### src/rtl/rs_operand_fetch_pkg.sv
// Shared definitions for the RS operand-fetch block: FSM encoding, the x0
// register constant and the default RS tag width.
package rs_operand_fetch_pkg;

    localparam int unsigned RS_WIDTH_DEFAULT = 2;
    localparam logic [4:0]  REG_ZERO         = 5'd0;

    typedef enum logic [1:0] {
        StIdle = 2'd0,
        StReq  = 2'd1,
        StWait = 2'd2,
        StDone = 2'd3
    } state_e;

    // An operand needs the register file only when enabled and not x0.
    function automatic logic operand_live(input logic en, input logic [4:0] rs);
        return en && (rs != REG_ZERO);
    endfunction

endpackage

### src/rtl/rs_operand_fetch_if.sv
// Issue, register-file request/response, ROB snoop and result signals of the
// operand-fetch block; master is the surrounding pipeline, slave the block.
interface rs_operand_fetch_if
    import rs_operand_fetch_pkg::*;
#(
    parameter int unsigned RS_WIDTH = RS_WIDTH_DEFAULT
);
    logic                issue_valid;
    logic                issue_ready;
    logic [RS_WIDTH-1:0] issue_index;
    logic                issue_rs1_en;
    logic [4:0]          issue_rs1;
    logic                issue_rs2_en;
    logic [4:0]          issue_rs2;

    logic                to_rf_rs1_flag;
    logic                to_rf_rs2_flag;
    logic [4:0]          to_rf_rs1;
    logic [4:0]          to_rf_rs2;
    logic [RS_WIDTH-1:0] to_rf_index;

    logic                from_rf_rs1_flag;
    logic                from_rf_rs2_flag;
    logic [RS_WIDTH-1:0] from_rf_index;
    logic [31:0]         from_rf_rs1;
    logic [31:0]         from_rf_rs2;

    logic                snoop_rob;
    logic [4:0]          snoop_rob_rd;
    logic [31:0]         snoop_rob_wdata;

    logic                out_valid;
    logic [RS_WIDTH-1:0] out_index;
    logic [31:0]         out_rs1_val;
    logic [31:0]         out_rs2_val;

    modport master (
        output issue_valid, issue_index, issue_rs1_en, issue_rs1, issue_rs2_en, issue_rs2,
        output from_rf_rs1_flag, from_rf_rs2_flag, from_rf_index, from_rf_rs1, from_rf_rs2,
        output snoop_rob, snoop_rob_rd, snoop_rob_wdata,
        input  issue_ready,
        input  to_rf_rs1_flag, to_rf_rs2_flag, to_rf_rs1, to_rf_rs2, to_rf_index,
        input  out_valid, out_index, out_rs1_val, out_rs2_val
    );

    modport slave (
        input  issue_valid, issue_index, issue_rs1_en, issue_rs1, issue_rs2_en, issue_rs2,
        input  from_rf_rs1_flag, from_rf_rs2_flag, from_rf_index, from_rf_rs1, from_rf_rs2,
        input  snoop_rob, snoop_rob_rd, snoop_rob_wdata,
        output issue_ready,
        output to_rf_rs1_flag, to_rf_rs2_flag, to_rf_rs1, to_rf_rs2, to_rf_index,
        output out_valid, out_index, out_rs1_val, out_rs2_val
    );

endinterface

### src/rtl/rs_operand_slot.sv
// One operand of an RS fetch: latches the register number, captures the
// tagged register-file response and keeps the newest ROB bypass value.
module rs_operand_slot
    import rs_operand_fetch_pkg::*;
(
    input  logic        clk_in,
    input  logic        rst_in,
    input  logic        rdy_in,
    input  logic        start,
    input  logic        start_en,
    input  logic [4:0]  start_rs,
    input  logic        snoop_win,
    input  logic        capture_win,
    input  logic        snoop_rob,
    input  logic [4:0]  snoop_rob_rd,
    input  logic [31:0] snoop_rob_wdata,
    input  logic        rf_flag,
    input  logic        rf_tag_match,
    input  logic [31:0] rf_data,
    output logic [4:0]  rs,
    output logic        resolved,
    output logic [31:0] value
);

    logic        en_q;
    logic [4:0]  rs_q;
    logic        got_q;
    logic [31:0] data_q;
    logic        hit_q;
    logic [31:0] bypass_q;

    logic live;
    logic hit_now;
    logic cap_now;

    assign live     = operand_live(en_q, rs_q);
    assign hit_now  = snoop_win && snoop_rob && (snoop_rob_rd == rs_q) && live;
    assign cap_now  = capture_win && rf_flag && rf_tag_match && live;
    assign resolved = !live || got_q || cap_now;
    assign rs       = rs_q;

    // Bypass beats register-file data, including a capture in the same cycle.
    always_comb begin
        value = 32'd0;
        if (live) begin
            if (hit_now) begin
                value = snoop_rob_wdata;
            end else if (hit_q) begin
                value = bypass_q;
            end else if (cap_now) begin
                value = rf_data;
            end else begin
                value = data_q;
            end
        end
    end

    always_ff @(posedge clk_in) begin
        if (rst_in) begin
            en_q     <= 1'b0;
            rs_q     <= REG_ZERO;
            got_q    <= 1'b0;
            data_q   <= 32'd0;
            hit_q    <= 1'b0;
            bypass_q <= 32'd0;
        end else if (rdy_in) begin
            if (start) begin
                en_q     <= start_en;
                rs_q     <= start_rs;
                got_q    <= 1'b0;
                data_q   <= 32'd0;
                hit_q    <= 1'b0;
                bypass_q <= 32'd0;
            end else begin
                if (hit_now) begin
                    hit_q    <= 1'b1;
                    bypass_q <= snoop_rob_wdata;
                end
                if (cap_now) begin
                    got_q  <= 1'b1;
                    data_q <= rf_data;
                end
            end
        end
    end

endmodule

### src/rtl/rs_operand_fetch.sv
// Requester side of the register-file read port: issues one rs1/rs2 fetch per
// RS entry, merges tagged responses with ROB bypass and returns both operands.
module rs_operand_fetch
    import rs_operand_fetch_pkg::*;
#(
    parameter int unsigned RS_WIDTH = RS_WIDTH_DEFAULT
) (
    input logic               clk_in,
    input logic               rst_in,
    input logic               rdy_in,
    rs_operand_fetch_if.slave bus
);

    state_e state_q, state_d;
    logic   accept;
    logic   done;

    logic [RS_WIDTH-1:0] index_q;
    logic                rs1_flag_q;
    logic                rs2_flag_q;
    logic                out_valid_q;
    logic [RS_WIDTH-1:0] out_index_q;
    logic [31:0]         out_rs1_q;
    logic [31:0]         out_rs2_q;

    logic        snoop_win;
    logic        capture_win;
    logic        tag_match;
    logic        rs1_resolved;
    logic        rs2_resolved;
    logic [31:0] rs1_value;
    logic [31:0] rs2_value;
    logic [4:0]  rs1_num;
    logic [4:0]  rs2_num;

    // Snoops in the accept cycle are already visible in the register file.
    assign snoop_win   = (state_q == StReq) || (state_q == StWait);
    assign capture_win = (state_q == StWait);
    assign tag_match   = (bus.from_rf_index == index_q);

    rs_operand_slot u_rs1 (
        .clk_in          (clk_in),
        .rst_in          (rst_in),
        .rdy_in          (rdy_in),
        .start           (accept),
        .start_en        (bus.issue_rs1_en),
        .start_rs        (bus.issue_rs1),
        .snoop_win       (snoop_win),
        .capture_win     (capture_win),
        .snoop_rob       (bus.snoop_rob),
        .snoop_rob_rd    (bus.snoop_rob_rd),
        .snoop_rob_wdata (bus.snoop_rob_wdata),
        .rf_flag         (bus.from_rf_rs1_flag),
        .rf_tag_match    (tag_match),
        .rf_data         (bus.from_rf_rs1),
        .rs              (rs1_num),
        .resolved        (rs1_resolved),
        .value           (rs1_value)
    );

    rs_operand_slot u_rs2 (
        .clk_in          (clk_in),
        .rst_in          (rst_in),
        .rdy_in          (rdy_in),
        .start           (accept),
        .start_en        (bus.issue_rs2_en),
        .start_rs        (bus.issue_rs2),
        .snoop_win       (snoop_win),
        .capture_win     (capture_win),
        .snoop_rob       (bus.snoop_rob),
        .snoop_rob_rd    (bus.snoop_rob_rd),
        .snoop_rob_wdata (bus.snoop_rob_wdata),
        .rf_flag         (bus.from_rf_rs2_flag),
        .rf_tag_match    (tag_match),
        .rf_data         (bus.from_rf_rs2),
        .rs              (rs2_num),
        .resolved        (rs2_resolved),
        .value           (rs2_value)
    );

    always_comb begin
        state_d = state_q;
        accept  = 1'b0;
        done    = 1'b0;
        if (rdy_in) begin
            unique case (state_q)
                StIdle: begin
                    if (bus.issue_valid) begin
                        accept  = 1'b1;
                        state_d = StReq;
                    end
                end
                StReq:  state_d = StWait;
                StWait: begin
                    if (rs1_resolved && rs2_resolved) begin
                        done    = 1'b1;
                        state_d = StDone;
                    end
                end
                StDone: state_d = StIdle;
                default: state_d = StIdle;
            endcase
        end
    end

    always_ff @(posedge clk_in) begin
        if (rst_in) begin
            state_q     <= StIdle;
            index_q     <= '0;
            rs1_flag_q  <= 1'b0;
            rs2_flag_q  <= 1'b0;
            out_valid_q <= 1'b0;
            out_index_q <= '0;
            out_rs1_q   <= 32'd0;
            out_rs2_q   <= 32'd0;
        end else if (rdy_in) begin
            state_q     <= state_d;
            out_valid_q <= done;
            if (accept) begin
                index_q    <= bus.issue_index;
                rs1_flag_q <= operand_live(bus.issue_rs1_en, bus.issue_rs1);
                rs2_flag_q <= operand_live(bus.issue_rs2_en, bus.issue_rs2);
            end else if (state_q == StReq) begin
                rs1_flag_q <= 1'b0;
                rs2_flag_q <= 1'b0;
            end
            if (done) begin
                out_index_q <= index_q;
                out_rs1_q   <= rs1_value;
                out_rs2_q   <= rs2_value;
            end
        end
    end

    // Ready is held low while reset is applied, even though the state is IDLE.
    assign bus.issue_ready    = (state_q == StIdle) && !rst_in;
    assign bus.to_rf_rs1_flag = rs1_flag_q;
    assign bus.to_rf_rs2_flag = rs2_flag_q;
    assign bus.to_rf_rs1      = rs1_num;
    assign bus.to_rf_rs2      = rs2_num;
    assign bus.to_rf_index    = index_q;
    assign bus.out_valid      = out_valid_q;
    assign bus.out_index      = out_index_q;
    assign bus.out_rs1_val    = out_rs1_q;
    assign bus.out_rs2_val    = out_rs2_q;

endmodule

### src/flat_wrapper.sv
// flat-port wrapper written by rule: the top's interface ports become plain ports
module rs_operand_fetch_flat import rs_operand_fetch_pkg::*;
#(
    parameter int unsigned RS_WIDTH = RS_WIDTH_DEFAULT
)
  (clk_in, rst_in, rdy_in, bus_issue_valid, bus_issue_index, bus_issue_rs1_en, bus_issue_rs1, bus_issue_rs2_en, bus_issue_rs2, bus_from_rf_rs1_flag, bus_from_rf_rs2_flag, bus_from_rf_index, bus_from_rf_rs1, bus_from_rf_rs2, bus_snoop_rob, bus_snoop_rob_rd, bus_snoop_rob_wdata, bus_issue_ready, bus_to_rf_rs1_flag, bus_to_rf_rs2_flag, bus_to_rf_rs1, bus_to_rf_rs2, bus_to_rf_index, bus_out_valid, bus_out_index, bus_out_rs1_val, bus_out_rs2_val);
  rs_operand_fetch_if #(.RS_WIDTH(RS_WIDTH)) bus_i ();
  input logic clk_in;
  input logic rst_in;
  input logic rdy_in;
  input wire logic [$bits(bus_i.issue_valid)-1:0] bus_issue_valid;
  input wire logic [$bits(bus_i.issue_index)-1:0] bus_issue_index;
  input wire logic [$bits(bus_i.issue_rs1_en)-1:0] bus_issue_rs1_en;
  input wire logic [$bits(bus_i.issue_rs1)-1:0] bus_issue_rs1;
  input wire logic [$bits(bus_i.issue_rs2_en)-1:0] bus_issue_rs2_en;
  input wire logic [$bits(bus_i.issue_rs2)-1:0] bus_issue_rs2;
  input wire logic [$bits(bus_i.from_rf_rs1_flag)-1:0] bus_from_rf_rs1_flag;
  input wire logic [$bits(bus_i.from_rf_rs2_flag)-1:0] bus_from_rf_rs2_flag;
  input wire logic [$bits(bus_i.from_rf_index)-1:0] bus_from_rf_index;
  input wire logic [$bits(bus_i.from_rf_rs1)-1:0] bus_from_rf_rs1;
  input wire logic [$bits(bus_i.from_rf_rs2)-1:0] bus_from_rf_rs2;
  input wire logic [$bits(bus_i.snoop_rob)-1:0] bus_snoop_rob;
  input wire logic [$bits(bus_i.snoop_rob_rd)-1:0] bus_snoop_rob_rd;
  input wire logic [$bits(bus_i.snoop_rob_wdata)-1:0] bus_snoop_rob_wdata;
  output wire logic [$bits(bus_i.issue_ready)-1:0] bus_issue_ready;
  output wire logic [$bits(bus_i.to_rf_rs1_flag)-1:0] bus_to_rf_rs1_flag;
  output wire logic [$bits(bus_i.to_rf_rs2_flag)-1:0] bus_to_rf_rs2_flag;
  output wire logic [$bits(bus_i.to_rf_rs1)-1:0] bus_to_rf_rs1;
  output wire logic [$bits(bus_i.to_rf_rs2)-1:0] bus_to_rf_rs2;
  output wire logic [$bits(bus_i.to_rf_index)-1:0] bus_to_rf_index;
  output wire logic [$bits(bus_i.out_valid)-1:0] bus_out_valid;
  output wire logic [$bits(bus_i.out_index)-1:0] bus_out_index;
  output wire logic [$bits(bus_i.out_rs1_val)-1:0] bus_out_rs1_val;
  output wire logic [$bits(bus_i.out_rs2_val)-1:0] bus_out_rs2_val;
  assign bus_i.issue_valid = bus_issue_valid;
  assign bus_i.issue_index = bus_issue_index;
  assign bus_i.issue_rs1_en = bus_issue_rs1_en;
  assign bus_i.issue_rs1 = bus_issue_rs1;
  assign bus_i.issue_rs2_en = bus_issue_rs2_en;
  assign bus_i.issue_rs2 = bus_issue_rs2;
  assign bus_i.from_rf_rs1_flag = bus_from_rf_rs1_flag;
  assign bus_i.from_rf_rs2_flag = bus_from_rf_rs2_flag;
  assign bus_i.from_rf_index = bus_from_rf_index;
  assign bus_i.from_rf_rs1 = bus_from_rf_rs1;
  assign bus_i.from_rf_rs2 = bus_from_rf_rs2;
  assign bus_i.snoop_rob = bus_snoop_rob;
  assign bus_i.snoop_rob_rd = bus_snoop_rob_rd;
  assign bus_i.snoop_rob_wdata = bus_snoop_rob_wdata;
  assign bus_issue_ready = bus_i.issue_ready;
  assign bus_to_rf_rs1_flag = bus_i.to_rf_rs1_flag;
  assign bus_to_rf_rs2_flag = bus_i.to_rf_rs2_flag;
  assign bus_to_rf_rs1 = bus_i.to_rf_rs1;
  assign bus_to_rf_rs2 = bus_i.to_rf_rs2;
  assign bus_to_rf_index = bus_i.to_rf_index;
  assign bus_out_valid = bus_i.out_valid;
  assign bus_out_index = bus_i.out_index;
  assign bus_out_rs1_val = bus_i.out_rs1_val;
  assign bus_out_rs2_val = bus_i.out_rs2_val;
  rs_operand_fetch #(.RS_WIDTH(RS_WIDTH)) u_core (.clk_in(clk_in), .rst_in(rst_in), .rdy_in(rdy_in), .bus(bus_i));
endmodule
### config.mk
export PLATFORM = sky130hd
export DESIGN_NAME = rs_operand_fetch_flat
export DESIGN_NICKNAME = d
export VERILOG_FILES = /design/src/rtl/rs_operand_fetch_pkg.sv /design/src/rtl/rs_operand_fetch_if.sv /design/src/rtl/rs_operand_slot.sv /design/src/rtl/rs_operand_fetch.sv /design/src/flat_wrapper.sv
export SDC_FILE = /design/constraint.sdc
export NUM_CORES = 1
export LEC_CHECK = 0
export ABC_AREA = 1
export BUFFER_PORTS_ARGS = -buffer_cell sky130_fd_sc_hd__buf_4
export CAP_MARGIN = 40
export CORE_UTILIZATION = 51
export CTS_CLUSTER_SIZE = 14
export DETAILED_ROUTE_END_ITERATION = 8
export GPL_TIMING_DRIVEN = 0
export PLACE_DENSITY = 0.76
export SYNTH_ARGS = -nofsm -noshare
export SYNTH_HDL_FRONTEND = slang
export SYNTH_SLANG_ARGS = --single-unit
### constraint.sdc
create_clock -name clk_in -period 1.8 [get_ports clk_in]
set_input_delay 0.36 -clock clk_in [delete_from_list [all_inputs] [get_ports clk_in]]
set_output_delay 0.36 -clock clk_in [all_outputs]
set_load 0.005 [all_outputs]
==> impl_metrics.yaml <==
run_status:
  status: "complete, but fails checks"
  violations: "setup timing"
die:
  die_y_um: 152
  dieArea_um2: 23000
  start_util_pct: 52.3
  die_width_um: 152
  num_rows: 54
  coreArea_um2: 21900
  ios: 206
routing:
  wl_mm: 47.4
  drc_errors: 0
  drt-met1-wl_mm: 16.6
  met3_length_mm: 6.06
  initialDrtViolationCount: 1847
  routedWlPerCell_um: 19.8
  met2WireLength_mm: 21.2
  routed.top_layer: "met4"
  drtPass1Iterations: 9
  viasPerCell: 6.05
  ant_nets: 0
  dr_total_vias: 14472
logic_synthesis:
  synthTopCellsByArea: "dfxtp_1 38%, nand2_1 17%, a21oi_1 9.3%"
  synth_fp_nets: 1929
  synth_area_um2: 11400
  yosysTopAreaCell: "dfxtp_1"
  yosysWarnings: 0
  synthArstFlopShare_pct: 0
  synth_cells: 1801
  yosysUniqueCellTypes: 26
  ys_seq_elements: 217
  yosysTopAreaCellShare_pct: 38.0
  synth-edff-count: 0
  synth_seq_area_share_pct: 38.0
  syn_area_per_cell_um2: 6.35
  ys.flop_type: "dfxtp_1"
critical_path:
  slowest_stage: "dfxtp_4"
  startpoint_type: "register"
  crit_chain: "inv_4 -> ha_4 -> nand2_2 -> inv_2 -> nand2_2 -> nor2_4 -> nand3_4 -> clkbuf_1 -> o21ai_0 -> nor2_1 -> nand2_1 -> a21oi_1"
  worstPathArrival_ps: 2520
  worstPathRequired_ps: 2180
  ff2ff_path_depth: 12
  critPathCaptureType: "register"
  crit_path_frequent_cell: "nand2_2"
  reg2reg_slack_ps: -350
  cpPeakStageDelay_ps: 380
  crit_type: "register to register"
  cp_max_fo: 10
clock_network:
  cts_tree: "done"
  clock_sinks: 217
  clk-insertion-delay-late_ps: 530
  cts_buffers: 24
  cts_root_buf: "clkbuf_16"
  cts.clk_slew.worst_paths_ps: 70
  holdBufCountCts: 0
  h-tree-depth: 1
  cts_buffer_depth: 3
finish:
  synthToLayoutAreaGrowth_pct: 49.2
  multi_input_area_um2: 7380
  final_cell_mix: "390 x nand2_1, 229 x buf_4, 214 x dfxtp_1"
  final_util_pct: 78.0
  layout_commonest_cell: "nand2_1"
  nFillCells: 1426
  post-route-cell-area_um2: 17100
  final_nets: 2222
  final_layout_size_suffix_gt1_share_pct: 34.2
  ff_latch_area_um2: 4350
  fin_cells: 2393
global_routing:
  gr-total-overflow: 0
  grt_pass1_wl_mm: 62.2
  grt_max_degree: 13
  grt_usage_pct: 33.1
  grt_pass1_vias: 12627
  antenna_found_initial: 0
min_path:
  hold_depth: 3
  hold_path_class: "primary input to register"
placement:
  placed_cell_area_um2: 13300
  pre_cts_slack_ps: -678
  gp_congestion: 0.900
  place_hpwl_mm: 28.0
  dp_cells: 2284
  io_buffer_count: 203
timing:
  final-setup-viol-count: 174
  skew_ps: 11.1
  tightestPinTransition_ps: 948
  whs_ps: 78.4
  hold_viol: 0
  period_needed_ps: 2150
  finalCritPeriodShare_pct: 119
  rsz0062_at_grt: "yes"
  finalSetupTns_ps: -32130
  fin_ws_ps: -348
  slew_viol_final: 0
  slew_headroom_pct: 36.8
  max_freq_mhz: 466
run:
  drv_cap: 0
power_and_ir_drop:
  worst_ir_drop_vdd_v: 0.000642
  pwr_density_cell_nw_per_um2: 689
  total_power_mw: 11.8
  leakage_nw: 7.70
## cell type report
cell class	instances	share of cell area, %
inverters	194	4.41
well taps	280	2.05
multi-input cells	1256	43.2
flip-flops and latches	217	25.5
clock inverters	3	0.527
clock buffers	41	4.42
diodes	1	0.0147
plain buffers	133	5.98
repair buffers	268	13.9
## cell usage after synthesis (2+ instances only)
cell type and number:
clkbuf_1 79, nand4_1 64, o22ai_1 2, ha_1 4, inv_1 190, a21oi_1 213, nor2_2 2, nor2_1 147
nand3_1 135, nor2_4 2, nand2_1 525, nor3b_1 2, nand3_2 6, inv_2 4, nand2_2 5, buf_1 19
buf_2 25, o21bai_1 64, buf_4 11, dfxtp_1 217, nor3_1 2, o21ai_0 79
## path summary, 6_finish.rpt
check	endpoint	from
worst max register to register	u_core.bus.out_rs2_val[17]$_SDFFE_PP0P_	u_core.state_q[1]$_SDFFE_PP0P_
worst max-delay path	u_core.bus.out_rs2_val[17]$_SDFFE_PP0P_	u_core.state_q[1]$_SDFFE_PP0P_
worst min-delay path	u_core.bus.to_rf_index[0]$_SDFFE_PP0P_	bus_issue_index[0]
worst min register to register	u_core.u_rs2.data_q[13]$_SDFFE_PP0P_	u_core.u_rs2.data_q[13]$_SDFFE_PP0P_
## worst max-delay path, delay by kind of cell, from the launching register on
| kind | cells | cell delay, ps |
|---|---|---|
| buffers and inverters | 3 | 350 |
| adder cells (fa/ha/maj) | 1 | 270 |
| AO/OA/AOI/OAI | 2 | 400 |
| AND/OR/NAND/NOR | 6 | 580 |
| flip-flops | 1 | 380 |
## timing repair
item | in CTS | in global routing
gates cloned | 17 | 9
resized for setup | 267 | 432
pin swaps | 53 | 122
setup endpoints to repair | 216 | 208
setup buffers | 30 | 14
## state kept, by name, summed over array words and instances (netlist names), 2 cells and up
name / cells
u_core.u_rs1.bypass_q: 32
u_core.bus.out_rs2_val: 32
u_core.bus.out_index: 2
u_core.u_rs2.data_q: 32
u_core.u_rs2.bypass_q: 32
u_core.bus.out_rs1_val: 32
u_core.u_rs2.rs: 5
u_core.bus.to_rf_index: 2
u_core.u_rs1.rs: 5
u_core.u_rs1.data_q: 32
u_core.state_q: 2
## routing by layer
metal  vias up  global-route usage, %
met1      6687                   43.1
met4         0                   17.0
li1       6381                      -
met5         -                      0
met3       307                   4.54
met2      1097                   53.6
## power by group
part           leakage [nW]  internal [mW]  switching [mW]
Sequential             1.75           4.87          0.0568
Combinational          5.54          0.547           0.977
Clock                 0.411           3.27            2.05
Total                  7.70           8.69            3.09
## cells by family (layout without fill, tap and decap cells)
| logic type | count (synthesis) | after routing | synth area share, % |
|---|---|---|---|
| AND/OR/NAND/NOR | 891 | 892 | 32.9 |
| AO/OA/AOI/OAI | 359 | 359 | 17.1 |
| buffers and inverters | 329 | 639 | 11.5 |
| flip-flops | 217 | 217 | 38.0 |
| adder cells (fa/ha/maj) | 4 | 4 | 0.437 |
| XOR/XNOR | 1 | 1 | 0.142 |
| other | 0 | 1 | 0 |
Power figures use the tool's default switching activity.
